## src/rtl/data_transmitter.sv

```systemverilog
// Byte serializer: captures a result word from the core and hands it out
// one OUT_WIDTH chunk per rising data_request, most-significant chunk first.
module data_transmitter #(
    parameter int IN_WIDTH  = 32,
    parameter int OUT_WIDTH = 8
) (
    input  logic                 clk,
    input  logic                 rst_n,
    input  logic [IN_WIDTH-1:0]  in_data,
    input  logic                 in_data_ready,
    input  logic                 data_request,
    output logic [OUT_WIDTH-1:0] out_data,
    output logic                 out_data_ready
);

    localparam int NUM_CHUNKS = IN_WIDTH / OUT_WIDTH;
    localparam int IDX_W      = (NUM_CHUNKS > 1) ? $clog2(NUM_CHUNKS) : 1;

    typedef enum logic [1:0] {IDLE, ARMED, SENDING} state_t;

    state_t               state_q, state_d;
    logic [IN_WIDTH-1:0]  buf_q, buf_d;
    logic [IDX_W-1:0]     idx_q, idx_d;
    logic                 req_prev_q;
    logic [OUT_WIDTH-1:0] out_data_q, out_data_d;
    logic                 out_rdy_q, out_rdy_d;

    logic                 req;
    logic                 last_chunk;
    logic [IN_WIDTH-1:0]  first_word;
    logic [IN_WIDTH-1:0]  shifted;

    assign req        = data_request & ~req_prev_q;
    assign last_chunk = (idx_q == IDX_W'(NUM_CHUNKS - 1));
    // Byte 0 prefers the live input so a word settling on the request cycle is not missed.
    assign first_word = in_data_ready ? in_data : buf_q;
    assign shifted    = buf_q << (OUT_WIDTH * idx_q);

    always_ff @(posedge clk) begin
        if (!rst_n) begin
            state_q    <= IDLE;
            buf_q      <= '0;
            idx_q      <= '0;
            req_prev_q <= 1'b0;
            out_data_q <= '0;
            out_rdy_q  <= 1'b0;
        end else begin
            state_q    <= state_d;
            buf_q      <= buf_d;
            idx_q      <= idx_d;
            req_prev_q <= data_request;
            out_data_q <= out_data_d;
            out_rdy_q  <= out_rdy_d;
        end
    end

    always_comb begin
        state_d = state_q;
        case (state_q)
            IDLE:    if (in_data_ready) state_d = ARMED;
            ARMED:   if (req) state_d = (NUM_CHUNKS == 1) ? IDLE : SENDING;
            SENDING: if (req && last_chunk) state_d = IDLE;
            default: state_d = IDLE;
        endcase
    end

    always_comb begin
        buf_d      = buf_q;
        idx_d      = idx_q;
        out_data_d = out_data_q;
        out_rdy_d  = 1'b0;
        case (state_q)
            IDLE: begin
                if (in_data_ready) buf_d = in_data;
            end
            ARMED: begin
                if (req) begin
                    buf_d      = first_word;
                    out_data_d = first_word[IN_WIDTH-1 -: OUT_WIDTH];
                    out_rdy_d  = 1'b1;
                    idx_d      = (NUM_CHUNKS == 1) ? '0 : IDX_W'(1);
                end else if (in_data_ready) begin
                    buf_d = in_data;
                end
            end
            SENDING: begin
                if (req) begin
                    out_data_d = shifted[IN_WIDTH-1 -: OUT_WIDTH];
                    out_rdy_d  = 1'b1;
                    idx_d      = last_chunk ? '0 : idx_q + IDX_W'(1);
                end
            end
            default: begin
                idx_d = '0;
            end
        endcase
    end

    assign out_data       = out_data_q;
    assign out_data_ready = out_rdy_q;

endmodule

```

## config.mk

```make
export PLATFORM = sky130hd
export DESIGN_NAME = data_transmitter
export DESIGN_NICKNAME = d
export VERILOG_FILES = /design/src/rtl/data_transmitter.sv
export SDC_FILE = /design/constraint.sdc
export NUM_CORES = 1
export LEC_CHECK = 0
export CAP_MARGIN = 25
export CORE_MARGIN = 4
export CORE_UTILIZATION = 55
export DETAILED_ROUTE_END_ITERATION = 7
export PLACE_DENSITY_LB_ADDON = 0.25
export SYNTH_ARGS = -nofsm -noshare
export SYNTH_HDL_FRONTEND = slang
export SYNTH_SLANG_ARGS = --single-unit
```

## constraint.sdc

```tcl
create_clock -name clk -period 2.4 [get_ports clk]
set_input_delay 0.24 -clock clk [delete_from_list [all_inputs] [get_ports clk]]
set_output_delay 0.24 -clock clk [all_outputs]
set_load 0.05 [all_outputs]
```

==> results by group <==
Setup path
  • Kind of end point of the critical path: flop
  • Worst path bufs/invs: 1
  • Critical path arrival: 2.04 ns
  • Crit-path max FO: 11
  • Crit Path Class: flop to flop
  • CP top delay family: adder cells
  • Crit-path slowest cell: ha_1
  • Req. time, crit path: 2.62 ns
  • Sequence of cells on the critical path: inv_1 -> ha_1 -> nand2_1 -> o22ai_1 -> nor2_1 -> a21oi_1
  • Startpoint types: flop
  • CP max stage delay: a little under 0.5 ns

Placed design
  • Post-DP Area: 2680 um^2
  • Dpl hpwl: 3.53 mm
  • RePlAce Congestion: around 0.76
  • Placed cell count: around 340
  • I/O Buffers: 44
  • Dpl ws: 0.579 ns

Logic synthesis
  • Area leader, netlist: dfxtp_1
  • #FFs+latches synth: 46
  • Syn nets: about 300
  • Post-Synthesis Cells: between 200 and 300
  • Synth Area per Inst: ~8.6 um^2
  • Post-Syn Area: roughly 2300 um^2
  • Ranking of synthesized cells by area: dfxtp_1 (41%), nand2_1 (12%), mux2i_1 (11%)
  • Top cell type's share of synthesized area: 40.9%
  • Post-synth cell types: 30
  • Synthesis Warnings: 0
  • Post-synthesis sequential area ratio: approximately 41%

Drt
  • Final ANT Viol Nets: 0
  • Via density: 5.37
  • Final wirelength: around 5 mm
  • Drt initial violations: 130
  • WL/cell: around 14 um
  • Residual DRC count: 0
  • Via count: about 1900
  • First-pass iteration count of the detailed router: 4

Timing
  • TNS Setup: 0 ns
  • Worst setup margin: 0.587 ns
  • Fin Clk Skew: between 0.006 and 0.007 ns
  • RSZ-0062 raised after global routing: no
  • Actual slew at the worst max-slew pin: 0.736 ns
  • Final period util: between 70 and 80%
  • Slew Viols, Final: 0
  • Relative slew slack: 50.9%
  • Hold Violations, Final: 0
  • Tmin final: approximately 1.8 ns
  • Final setup viols: 0
  • Fmax achieved: approximately 0.55 GHz

Floorplanning
  • Core area: ~3800 um^2
  • Initial Util: between 50% and 60%
  • Rows: 22
  • I/O pins: 45
  • Die height: between 70 and 80 um
  • Die area: about 5200 um^2
  • Die Width: between 70 and 80 um

Global route
  • Number of global-route vias before repair: 1815
  • Initial antenna violation count: 0
  • First-pass GRT wire length: 8.20 mm
  • Largest net degree at the start of global routing: 38
  • GRT overflow: 0
  • Tot GR Track Use: about 20%

Clock tree
  • # clock sinks: 46
  • CTS tree: yes
  • Clock latency on the worst-skew pair: 0.29 ns
  • Root buffer cell: clkbuf_8
  • Post-CTS sizing: 0
  • Post-CTS Hold Buffers: 0
  • # H-tree levels: 2
  • Clk buf depth: 2
  • Post-CTS Setup Inserts: 0
  • Reg clk slew, reported paths: 0.08 ns
  • CTS Buf Count: 5

Finish
  • Commonest non-fill, non-tap cells in the layout: nand2_1 (71), dfxtp_1 (46), clkdlybuf4s50_1 (44), a21boi_1 (31), mux2i_1 (25)
  • Area grow syn2layout: 22.6%
  • Commonest non-fill, non-tap cell in the layout: nand2_1
  • N_diodes: 0
  • Fin cells: 350
  • Layout cells sized above 1: ~5.6%
  • Cell area after layout: between 2000 and 3000 um^2
  • Nets: 344

Job
  • Maxcap violations: 0

Power and ir drop
  • Worst vdd ir: a little under 0.6 mV
  • Leakage: roughly 1.0 nW
  • Pwr dens: roughly 670 nW/um^2

Min path
  • Hold WC Path Type: flop to flop

Outcome
  • Status: finished clean
## cell usage after synthesis
master	n
nor2_1	19
and2b_1	1
buf_4	1
o21bai_2	1
o31ai_1	1
nand2b_1	1
nand3_1	1
nand2_1	71
nor3b_1	1
ha_1	6
nor2_4	3
inv_1	3
o21ai_2	1
a21boi_1	31
mux2i_1	25
buf_2	5
o21ai_1	2
and2_1	1
a22o_1	1
a21oi_1	9
clkbuf_1	4
a21o_1	2
a21boi_0	2
dfxtp_1	46
nand2b_4	1
buf_6	7
or2_1	1
o211a_1	1
o22ai_1	8
o21ai_0	6
## cells by family (layout without fill, tap and decap cells)
group / after synthesis / count (layout) / synth area share (%)
AOI/OAI and AO/OA: 65 / 65 / 19.7
adders and majority gates: 6 / 6 / 3.33
buffers and inverters: 20 / 60 / 6.11
DFF: 46 / 46 / 40.9
muxes: 25 / 25 / 11.1
and+or+nand+nor: 100 / 100 / 18.8
## layer usage
metal,vias to the layer above,global-route usage [%],share of wire [%]
met5,-,0,0
met1,881,26.3,47
met4,0,5.01,1.0
met2,40,32.8,48
met3,4,4.16,4.3
li1,956,-,-
## flip-flops by register name, indices dropped and copies added (netlist names)
signal,flops
buf_q,32
idx_q,2
out_data,8
out_data_ready,1
req_prev_q,1
state_q,2
## worst register-to-register path, cell delays in order, from the launching register on
cell and delay, ns:
dfxtp_1 0.35, inv_1 0.12, ha_1 0.49, nand2_1 0.34
o22ai_1 0.24, nor2_1 0.08, a21oi_1 0.14
## path summary, 6_finish.rpt
| check | from | to | slack, ns | depth (start not counted) |
|---|---|---|---|---|
| max | state_q[0] | out_data[0] | 0.59 | 6 |
| min | buf_q[15] | buf_q[15] | 0.45 | 2 |
| max reg2reg | state_q[0] | out_data[0] | 0.59 | 6 |
| min reg2reg | buf_q[15] | buf_q[15] | 0.45 | 2 |
## layout make-up
cell class | instances | area (um^2)
Timing Repair Buffer | 50 | 498
Multi-Input combinational cell | 196 | 1190
Clock buffer | 7 | 76.3
Tap cell | 48 | 60.1
Fill cell | 306 | 1040
Sequential cell | 46 | 921
Inverter | 3 | 11.3
## metrics by stage
step	power, mW	util, %	hold slack (ns)
global route	1.95	72.7	0.477
floorplan	1.28	-	0.362
global placement	1.42	70.7	0.440
CTS	1.86	72.7	0.458
detailed placement	1.43	70.7	0.447
finish	1.86	72.7	0.454
## where the power goes
group          switching [mW]  internal (mW)  total [mW]
sequential             0.0477          0.841       0.889
clock                   0.246          0.201       0.447
combinational           0.300          0.225       0.525
Note: power is estimated with default switching activity, not from simulation.
